## src/rtl/pipe_pkg.sv

```systemverilog
// Shared constants and helpers for the pipe_chain register pipeline.
package pipe_pkg;

    localparam int DEF_WIDTH = 16;
    localparam int DEF_DEPTH = 4;
    localparam int DEF_CNT_W = 16;
    localparam int MAX_DEPTH = 16;

    // Number of set bits in a stage-sized vector (result 0..16 fits in 5 bits).
    function automatic logic [4:0] popcount(input logic [MAX_DEPTH-1:0] vec);
        logic [4:0] n;
        n = '0;
        for (int i = 0; i < MAX_DEPTH; i++) begin
            n = n + {4'b0000, vec[i]};
        end
        return n;
    endfunction

endpackage

```

## src/rtl/pipe_sat_counter.sv

```systemverilog
// Saturating event counter with synchronous clear and a multi-bit increment.
module pipe_sat_counter #(
    parameter int CNT_W = 16,
    parameter int INC_W = 1
) (
    input  logic             clk,
    input  logic             rst_n,
    input  logic             clr,
    input  logic [INC_W-1:0] inc,
    output logic [CNT_W-1:0] count
);

    // One spare bit above the wider operand so a carry out is never lost.
    localparam int SUM_W = ((CNT_W > INC_W) ? CNT_W : INC_W) + 1;
    localparam logic [SUM_W-1:0] MAX_VAL = {{(SUM_W-CNT_W){1'b0}}, {CNT_W{1'b1}}};

    logic [CNT_W-1:0] count_q;
    logic [CNT_W-1:0] count_d;
    logic [SUM_W-1:0] sum;

    // Next count: clear wins, otherwise add and clamp at all-ones.
    always_comb begin
        sum     = SUM_W'(count_q) + SUM_W'(inc);
        count_d = count_q;
        if (clr) begin
            count_d = '0;
        end else if (sum > MAX_VAL) begin
            count_d = '1;
        end else begin
            count_d = sum[CNT_W-1:0];
        end
    end

    // Counter register, wiped immediately by reset.
    always_ff @(posedge clk or negedge rst_n) begin
        if (!rst_n) begin
            count_q <= '0;
        end else begin
            count_q <= count_d;
        end
    end

    assign count = count_q;

endmodule

```

## src/rtl/pipe_chain.sv

```systemverilog
// Linear register pipeline with per-stage stall/flush and statistics counters.
module pipe_chain
    import pipe_pkg::*;
#(
    parameter int WIDTH = DEF_WIDTH,
    parameter int DEPTH = DEF_DEPTH,
    parameter int CNT_W = DEF_CNT_W,
    parameter int OCC_W = $clog2(DEPTH + 1)
) (
    input  logic                   clk,
    input  logic                   rst_n,
    input  logic                   in_valid,
    input  logic [WIDTH-1:0]       in_data,
    output logic                   in_ready,
    input  logic [DEPTH-1:0]       stall,
    input  logic [DEPTH-1:0]       flush,
    input  logic                   clr_cnt,
    output logic                   out_valid,
    output logic [WIDTH-1:0]       out_data,
    output logic [DEPTH-1:0]       stage_valid,
    output logic [DEPTH*WIDTH-1:0] stage_data,
    output logic [OCC_W-1:0]       occupancy,
    output logic [CNT_W-1:0]       stall_cycles,
    output logic [CNT_W-1:0]       bubble_cnt,
    output logic [CNT_W-1:0]       flush_cnt
);

    logic [DEPTH-1:0] hold;
    logic [DEPTH-1:0] valid_vec;
    logic [WIDTH-1:0] data_arr [DEPTH];
    logic             bubble;
    logic [OCC_W-1:0] flush_kill;

    // A stall freezes its own stage and everything upstream of it.
    always_comb begin
        hold = '0;
        hold[DEPTH-1] = stall[DEPTH-1];
        for (int i = DEPTH - 2; i >= 0; i--) begin
            hold[i] = stall[i] | hold[i+1];
        end
    end

    genvar g;
    for (g = 0; g < DEPTH; g++) begin : g_stage
        logic             up_valid;
        logic [WIDTH-1:0] up_data;
        logic             v_q;
        logic             v_d;
        logic [WIDTH-1:0] d_q;
        logic [WIDTH-1:0] d_d;

        if (g == 0) begin : g_src_in
            assign up_valid = in_valid;
            assign up_data  = in_data;
        end else begin : g_src_prev
            // A stalled or flushed upstream stage hands down a bubble.
            assign up_valid = valid_vec[g-1] & ~flush[g-1] & ~stall[g-1];
            assign up_data  = data_arr[g-1];
        end

        // Stage next state: flush beats hold, hold beats load.
        always_comb begin
            v_d = up_valid;
            d_d = up_data;
            if (flush[g]) begin
                v_d = 1'b0;
                d_d = d_q;
            end else if (hold[g]) begin
                v_d = v_q;
                d_d = d_q;
            end
        end

        // Stage register; reset discards both the valid bit and the payload.
        always_ff @(posedge clk or negedge rst_n) begin
            if (!rst_n) begin
                v_q <= 1'b0;
                d_q <= '0;
            end else begin
                v_q <= v_d;
                d_q <= d_d;
            end
        end

        assign valid_vec[g]                  = v_q;
        assign data_arr[g]                   = d_q;
        assign stage_data[g*WIDTH +: WIDTH]  = d_q;
    end

    // A bubble is born wherever a stalled stage feeds a stage that keeps moving.
    always_comb begin
        bubble = 1'b0;
        for (int i = 1; i < DEPTH; i++) begin
            if (stall[i-1] && !hold[i]) begin
                bubble = 1'b1;
            end
        end
    end

    assign flush_kill  = OCC_W'(popcount(MAX_DEPTH'(flush & valid_vec)));
    assign occupancy   = OCC_W'(popcount(MAX_DEPTH'(valid_vec)));
    assign stage_valid = valid_vec;
    assign in_ready    = ~hold[0];
    assign out_valid   = valid_vec[DEPTH-1] & ~stall[DEPTH-1] & ~flush[DEPTH-1];
    assign out_data    = data_arr[DEPTH-1];

    pipe_sat_counter #(.CNT_W(CNT_W), .INC_W(1)) u_stall_cnt (
        .clk   (clk),
        .rst_n (rst_n),
        .clr   (clr_cnt),
        .inc   (|stall),
        .count (stall_cycles)
    );

    pipe_sat_counter #(.CNT_W(CNT_W), .INC_W(1)) u_bubble_cnt (
        .clk   (clk),
        .rst_n (rst_n),
        .clr   (clr_cnt),
        .inc   (bubble),
        .count (bubble_cnt)
    );

    pipe_sat_counter #(.CNT_W(CNT_W), .INC_W(OCC_W)) u_flush_cnt (
        .clk   (clk),
        .rst_n (rst_n),
        .clr   (clr_cnt),
        .inc   (flush_kill),
        .count (flush_cnt)
    );

endmodule

```

## config.mk

```make
export PLATFORM = sky130hd
export DESIGN_NAME = pipe_chain
export DESIGN_NICKNAME = d
export VERILOG_FILES = /design/src/rtl/pipe_pkg.sv /design/src/rtl/pipe_sat_counter.sv /design/src/rtl/pipe_chain.sv
export SDC_FILE = /design/constraint.sdc
export NUM_CORES = 1
export LEC_CHECK = 0
export CORE_MARGIN = 4
export CORE_UTILIZATION = 51
export CTS_BUF_LIST = sky130_fd_sc_hd__clkbuf_16
export CTS_CLUSTER_SIZE = 40
export DETAILED_ROUTE_END_ITERATION = 16
export GPL_TIMING_DRIVEN = 0
export PLACE_DENSITY = 0.91
export SETUP_SLACK_MARGIN = 0.3
export SYNTH_ARGS = -nofsm -noshare
export SYNTH_HDL_FRONTEND = slang
export SYNTH_SLANG_ARGS = --single-unit
```

## constraint.sdc

```tcl
create_clock -name clk -period 4.6 [get_ports clk]
set_input_delay 0.46 -clock clk [delete_from_list [all_inputs] [get_ports clk]]
set_output_delay 0.46 -clock clk [all_outputs]
set_load 0.03 [all_outputs]
```

==> summary.md, run 1 <==
IR analysis of the VDD net gives a maximum drop of 454 uV. The tools report the final number of hold-violating endpoints as 0. The flow ran to the end, and the final reports show no timing, DRC or antenna violations. For this run, global-route usage on met2 was measured as 44.7%. The compound-cell area share of the yosys netlist is 7.22%.

The actual transition at the worst max-transition pin came out at 773 ps. The initial antenna violation count was 0; the multiplexer share of the synthesized area was 13.6%. Summing the areas of all xor and xnor instances in the mapped netlist gives 4.58% of the synthesized area. From bottom edge to top edge, the die measures 110 um.

The worst setup path is launched from a primary input. The number of hold buffers added after CTS was 0. After floorplanning, the core was sized to cover 10300 sq um. The tools report the end of the worst register-to-register path as u_flush_cnt.count[5]. The part of the cycle the worst path needs works out to 77.4%.

The synthesized design contains 116 register bits. The filler cells instantiated in the layout total 669. The first-pass iteration count of the detailed router was 4. Once the floorplan was initialized, standard cells occupied 52.1% of the core. In the final routed layout, each cell accounts on average for 19.4 um. The area fraction in and, or, nand and nor cells after synthesis was 11.1%. Dividing total power by cell area gives a power density of 543 nW/um^2. The utilization after layout is 75.5%, and the sink count of the clock tree is 116. The met3 demand-to-capacity share in global routing was 5.97%; the number of input and output port buffers inserted was 162. For the number of antenna diodes, the log shows 0. Busiest layer in global routing: met2. The wire length of the first global-routing pass is 24400 um, and the number of clock buffers inserted by TritonCTS is 17. The run gives 202 as the number of DRC markers after the initial detailed-route iteration.

The detail route stage leaves a number of antenna-violating nets equal to 0. The endpoint kind of the worst setup timing path was a flop. Clock latency reported for the late side of the worst-skew pair: 410 ps. Summed over all layers, the routed wires come to 15000 um. For the buffer levels on the longest clock path, the log shows 2. The power consumption was 4.21 mW. In this run the clock root is driven by a sky130_fd_sc_hd__clkbuf_16. Leaving out filler cells and counting taps, the final layout contains 776.

The logs give 4245 for the total vias in the final route and 0 for the number of resized instances in the post-cts repair step. In this run the horizontal extent of the chip is 110 um. In this run the critical register-to-register path is launched from g_stage[0].v_q.

The logs give 5360 sq um for the cell area after synthesis and 3.26 nW for the leakage power. The placed cell count was 744. Routability-driven placement finished with a final weighted congestion of 0.824. Data on the critical path is required at its endpoint by 4860 ps.

The cell area after layout is 7760 sq um. The top fanout value on the critical path was 10. Summing the sequential cell areas from Yosys gives 54.2% of the chip area. After synthesis, the largest family of logic cells by area is multiplexers.

In the synthesized netlist, the number of instances is 445. The tools report the setup slack on the worst flop-to-flop path as 1310 ps. Setup violations remaining at the end of the flow were counted as 0. The max-slew violation count came out at 0. The average vias per placed instance works out to 5.47. From synthesis to final layout, the design area changed by 44.8%.

The final worst clock skew was 9.65 ps. The maximum clock frequency was 0.281 GHz. The min-delay analysis places its worst path in the category in2async. In the final layout, the share of cells above drive strength 1 is 20.6%.

The routed design could run at a clock period as short as 3560 ps. The run gives 0 as the number of synthesis warnings. Detailed placement ended at an HPWL of 10300 um. The fraction of the mapped netlist area in adder cells was 3.69%; the post-CTS setup repair buffer count was 0.

The floorplan has 37 rows. The number of distinct library cell variants in the gate-level netlist after synthesis is 42. The sum of negative setup slack is 0 ps, and the average cell area after synthesis is 12.0 sq um.

Data on the critical path arrives at its endpoint at 3820 ps. Number of global-route vias before repair: 4489. The critical path is of the in2reg type. The run gives 29.0% as the routing usage on met1. TritonCTS built the clock tree. The length in cells of the worst reg-to-reg path was 11; the worst relative slew slack was 48.5%. Entering global routing, the biggest net connects 60 pins.

The die covers 12200 sq um. The final global-route overflow total was 0; the clock-pin transition on the worst setup and hold timing paths was 60 ps. The clock tree synthesis step divided the H-tree into 4 levels.

In the routed design, unresolved DRC markers number 0. In the final design database the tool counted 669 nets. The placed instances occupy a cell area of 7170 sq um.

The count of max-cap constraint violations is 0, and the net count after synthesis is 487. Across every metal layer, demand over resource in global routing totals 25.1%. Setup repair after global routing left no endpoint under its margin. For this design the top-level I/O count stands at 165.
-- through the flow --
step | worst slack (ps) | hold WS, ps
floorplan | 1630 | 164
global placement | -1210 | 488
detailed placement | 609 | 500
CTS | 1010 | 138
global route | 870 | 176
finish | 1040 | 125
-- sequential cells by signal, summed over array words and instances (netlist names) --
name and cells:
g_stage.v_q 4, u_bubble_cnt.count 16, u_stall_cnt.count 16, out_data 16, u_flush_cnt.count 16, g_stage.d_q 48
-- final cells by class --
| type | count | area, sq um | area share [%] |
|---|---|---|---|
| sequential | 116 | 2900 | 37.4 |
| clock buffer | 17 | 425 | 5.48 |
| tap | 136 | 170 | 2.19 |
| clock inverter | 15 | 158 | 2.03 |
| multi-input combinational | 276 | 2150 | 27.8 |
| inverter | 20 | 75.1 | 0.968 |
| buffer | 33 | 226 | 2.92 |
| timing repair buffer | 163 | 1650 | 21.2 |
-- synthesized netlist by cell type, drive strengths merged --
master  count  share of area (%)
a211oi      5               0.70
a21o        1               0.14
a21oi      48                4.8
a22oi       1               0.14
a311oi      1               0.16
a31o        2               0.33
a31oi       2               0.23
and2        1               0.12
and3        1               0.12
and3b       1               0.16
and4b       2               0.37
buf        28                3.9
clkbuf      5               0.35
dfrtp     116                 54
fa          3                1.1
ha         11                2.6
inv        20                1.4
mux2       64                 13
mux2i       1               0.19
nand2      22                1.5
nand3      14                1.4
nand4       8                1.2
nor2       21                1.8
nor2b       3               0.35
nor3       18                1.8
nor3b       1               0.14
nor4       10                2.0
o21ai       3               0.28
o31ai       2               0.28
o32a        1               0.19
or4         1               0.14
xnor2      28                4.6
-- how the worst max path moves through the flow --
stage | to | cells after the start | startpoint
after CTS | u_flush_cnt.count[5] | 12 | flush[0]
final | u_flush_cnt.count[5] | 12 | flush[0]
after floorplan | u_flush_cnt.count[11] | 11 | flush[0]
after global placement | u_stall_cnt.count[9] | 1 | rst_n
after detailed placement | u_flush_cnt.count[5] | 12 | flush[0]
after global routing | u_flush_cnt.count[11] | 12 | flush[0]
-- per-layer routing --
layer	share of wire, %	routed length [um]
met5	0	0
met4	3.1	461
met3	4.5	673
met2	54	8110
met1	38	5770
-- power by group --
group	switching (mW)	internal (mW)	leakage, nW
registers	0.185	1.23	1.53
logic	0.816	0.689	1.45
clock network	0.493	0.799	0.276
-- critical path, stage by stage --
cell and delay (ps):
sky130_fd_sc_hd__clkdlybuf4s50_1 620, sky130_fd_sc_hd__nand2_1 140, sky130_fd_sc_hd__fa_1 550, sky130_fd_sc_hd__inv_1 40, sky130_fd_sc_hd__ha_1 190, sky130_fd_sc_hd__ha_1 310, sky130_fd_sc_hd__fa_1 440, sky130_fd_sc_hd__a21oi_1 500
sky130_fd_sc_hd__nor4_4 120, sky130_fd_sc_hd__nand4_2 170, sky130_fd_sc_hd__buf_6 170, sky130_fd_sc_hd__a21oi_1 80
-- cells in the final DEF, fill, tap and decap left out, types with 3 or more instances in the layout --
cell,Yosys,final
sky130_fd_sc_hd__inv_1,19,19
sky130_fd_sc_hd__buf_2,4,4
sky130_fd_sc_hd__nor4_1,7,7
sky130_fd_sc_hd__clkbuf_16,0,17
sky130_fd_sc_hd__nand4_1,6,6
sky130_fd_sc_hd__nor4_4,3,3
sky130_fd_sc_hd__clkdlybuf4s50_1,0,161
sky130_fd_sc_hd__clkinv_4,0,4
sky130_fd_sc_hd__mux2_2,55,55
sky130_fd_sc_hd__o21ai_0,3,3
sky130_fd_sc_hd__a21oi_1,44,44
sky130_fd_sc_hd__clkbuf_1,5,5
sky130_fd_sc_hd__nor2_1,20,20
sky130_fd_sc_hd__nand3_1,13,13
sky130_fd_sc_hd__clkinvlp_4,0,4
sky130_fd_sc_hd__a21oi_2,4,4
sky130_fd_sc_hd__mux2_1,9,9
sky130_fd_sc_hd__clkinv_2,0,3
sky130_fd_sc_hd__xnor2_1,28,28
sky130_fd_sc_hd__buf_4,22,23
sky130_fd_sc_hd__nand2_1,22,22
sky130_fd_sc_hd__ha_1,11,11
sky130_fd_sc_hd__a211oi_1,5,5
sky130_fd_sc_hd__nor3_1,17,17
sky130_fd_sc_hd__nor2b_1,3,3
sky130_fd_sc_hd__fa_1,3,3
sky130_fd_sc_hd__dfrtp_1,116,116
-- cell families (layout without fill, tap and decap cells) --
family / after synthesis / in the layout
DFF: 116 / 116
and+or+nand+nor: 103 / 103
AOI/OAI and AO/OA: 66 / 66
muxes: 65 / 65
buffers and inverters: 53 / 248
xor gates and xnor gates: 28 / 28
adders and majority gates: 14 / 14
Note: power is estimated with default switching activity, not from simulation.
==> inputs of run 2 (changes only) <==
- CORE_UTILIZATION: 51 -> 47
- PLACE_DENSITY: 0.91 -> 0.85
- clock period: 4.6 -> 3.7 ns (I/O delays scaled with it)
==> summary.md, run 2 (synthesized netlist as in run 1, its figures left out) <==
The ratio of cells with drive above 1 in the final layout is 20.6% (-0.032 points). The actual transition at the worst max-transition pin works out to 745 ps (-27.6 ps). The run gives 174 (-14%) as the number of DRC markers after the initial detailed-route iteration. The logs give 70.8% (-4.6 points) for the utilization after layout and 5.34 ps (-4.31 ps) for the final worst clock skew. The tools report the count of filler cells inserted in the layout as 804 (+20%). Counting flops per register, the top entry is g_stage.d_q. The die span in x is 115 um (+3.9%), and the number of antenna diodes is 0 (unchanged).

The final number of hold-violating endpoints came out at 0 (unchanged). The final routed wirelength across all metal layers is 13800 um (-8.0%), and the final period demand of the worst path is 3140 ps. The number of levels in the clock H-tree came out at 4 (unchanged). The maximum clock frequency was 0.318 GHz. The logs give 671 (+0.30%) for the final net count and 4151 (-2.2%) for the total vias in the final route. The sum of negative setup slack came out at 0 ps (unchanged).

The routing usage on met1 was 26.2% (-2.7 points). In the finished design, the share of the clock period the worst path needs comes to 84.9%. The met2 track demand over resource was 37.3% (-7.3 points); the flip-flop count of the largest register, all copies and words added was 48 (unchanged). Leakage power: 3.28 nW (+0.57%). For the count of max-cap constraint violations, the log shows 0 (unchanged). The power density relative to cell area works out to 660 nW/um^2 (+22%). For the worst slack after detailed placement, the log shows -232 ps (-841 ps). The highest ir drop seen on vdd came out at 576 uV (+27%). Final setup violation count: 0 (unchanged). The number of placed I/O pins is 165 (unchanged). The library cell used most frequently in the layout, excluding fill and tap cells, is sky130_fd_sc_hd__clkdlybuf4s50_1. The initial standard-cell utilization of the core was 48.8% (-3.3 points); the first-pass iteration count of the detailed router was 4 (unchanged).

The worst setup path is captured at a flop. The tools report the final worst slack as 559 ps (-481 ps). For the initial antenna violation count, the log shows 1 (+1). Core region area: 11000 sq um (+6.9%).

The worst hold path belongs to the class in2reg. The logs give 4010 ps (-850 ps) for the critical path required time and 7180 sq um (+0.12%) for the instance area after placement. The area of the multi-input gates was 2160 sq um (+0.52%); the die area was 13200 sq um (+7.9%). The number of global-route vias before repair came out at 4353 (-3.0%). The flow ran to the end, and the final reports show no timing, DRC or antenna violations. The max-slew violation count is 0 (unchanged). In this run the most used layer during global routing was met2.

In the layout the commonest cells are sky130_fd_sc_hd__clkdlybuf4s50_1 (160), sky130_fd_sc_hd__dfrtp_1 (116), sky130_fd_sc_hd__mux2_2 (55). The run gives 781 (+0.64%) as the final standard cell count with taps included and fillers excluded. The detailed placer's ending HPWL is 10000 um (-2.9%), and the wire length of the first global-routing pass is 22300 um (-8.4%). The number of nets with antenna violations after detailed routing is 0 (unchanged).

Setup repair after global routing left no endpoint under its margin. The run gives 7780 sq um (+0.29%) as the cell area after layout. The sink count of the clock tree was 116 (unchanged). For the placed cell count, the log shows 748 (+0.54%). The clock-pin transition on the worst setup and hold timing paths is 50 ps (about the same), and the DRC violations left is 0 (unchanged). The worst-case hold slack was 331 ps (+206 ps). The run gives 50.0% (+1.6 points) as the worst relative slew slack. The final routed wire length divided by cell count is 17.7 um (-8.6%). The run gives 5.89% (-0.078 points) as the met3 demand-to-capacity share in global routing.

Relative to the synthesized area, the layout overhead comes to 45.2%. Row count: 38 (+2.7%). The clock latency reported for the late side of the worst-skew pair was 400 ps (about the same); the pin count of the biggest net entering global routing was 76 (+27%).

The signal arrival time at the worst endpoint came out at 3450 ps (-370 ps). CTS placed an instance of sky130_fd_sc_hd__clkbuf_16 at the clock tree root. The number of input and output port buffers inserted came out at 162 (unchanged).

The tools report the number of clock buffers inserted by TritonCTS as 17 (unchanged). The die height is 115 um (+3.9%). The final global-route overflow total was 0 (unchanged).

The tools report the element type at the critical path start as a primary input. The tools report the final weighted congestion of routability-driven global placement as 0.852 (+3.4%). The average vias per placed instance was 5.31 (-2.8%). TritonCTS built the clock tree. Buffer levels on the longest clock path: 2 (unchanged). The top fanout value on the critical path was 6 (-4). The logs give 21.6% (-3.5 points) for the all-layer global routing usage and 2900 sq um (unchanged) for the register area. The power consumption is 5.13 mW (+22%). Critical path start-end classification: in2reg.
[run 2: area by class of cell]
| class | count | share of cell area (%) |
|---|---|---|
| well taps | 140 | 2.25 |
| repair buffers | 165 | 21.5 |
| inverters | 20 | 0.965 |
| clock inverters | 14 | 1.80 |
| plain buffers | 33 | 2.91 |
| multi-input cells | 276 | 27.8 |
| flip-flops and latches | 116 | 37.3 |
| clock buffers | 17 | 5.47 |
[run 2: worst paths after layout]
kind,start,end,slack (ps),depth (start not counted)
min reg2reg,g_stage[0].d_q[3],g_stage[0].d_q[3],510,1
max,flush[1],u_flush_cnt.count[14],560,12
min in group asynchronous,rst_n,u_flush_cnt.count[10],450,2
max reg2reg,g_stage[0].v_q,u_flush_cnt.count[14],580,11
max in group asynchronous,rst_n,u_bubble_cnt.count[14],2550,3
min,flush[0],g_stage[0].v_q,330,2
[run 2: metal layers]
metal | vias up | share of wire (%)
met5 | - | 0.051
met4 | 2 | 1.5
met3 | 19 | 6.3
met2 | 135 | 52
met1 | 2061 | 40
li1 | 1934 | -
[run 2: report_power, final]
part | leakage (nW) | switching (mW) | total [mW] | internal [mW]
clock | 0.272 | 0.571 | 1.55 | 0.981
sequential | 1.53 | 0.202 | 1.73 | 1.53
combinational | 1.48 | 0.993 | 1.85 | 0.857
total | 3.28 | 1.77 | 5.13 | 3.37
[run 2: critical path, cell delays in order]
cell and delay (ps):
sky130_fd_sc_hd__clkdlybuf4s50_1 550, sky130_fd_sc_hd__nand2_1 100, sky130_fd_sc_hd__fa_1 510, sky130_fd_sc_hd__inv_1 40, sky130_fd_sc_hd__ha_1 190, sky130_fd_sc_hd__ha_1 320
sky130_fd_sc_hd__fa_1 490, sky130_fd_sc_hd__a21oi_4 290, sky130_fd_sc_hd__nor4_4 100, sky130_fd_sc_hd__buf_4 150, sky130_fd_sc_hd__and4b_1 160, sky130_fd_sc_hd__nor3_1 180
[run 2: timing repair]
item / in CTS / in global routing
hold buffers: 1 / 0
endpoints found under the hold margin: 41 / 0
pin swaps: 0 / 1
resized for setup: 1 / 2
buffers inserted: 0 / 1
endpoints found under the setup margin: 12 / 13
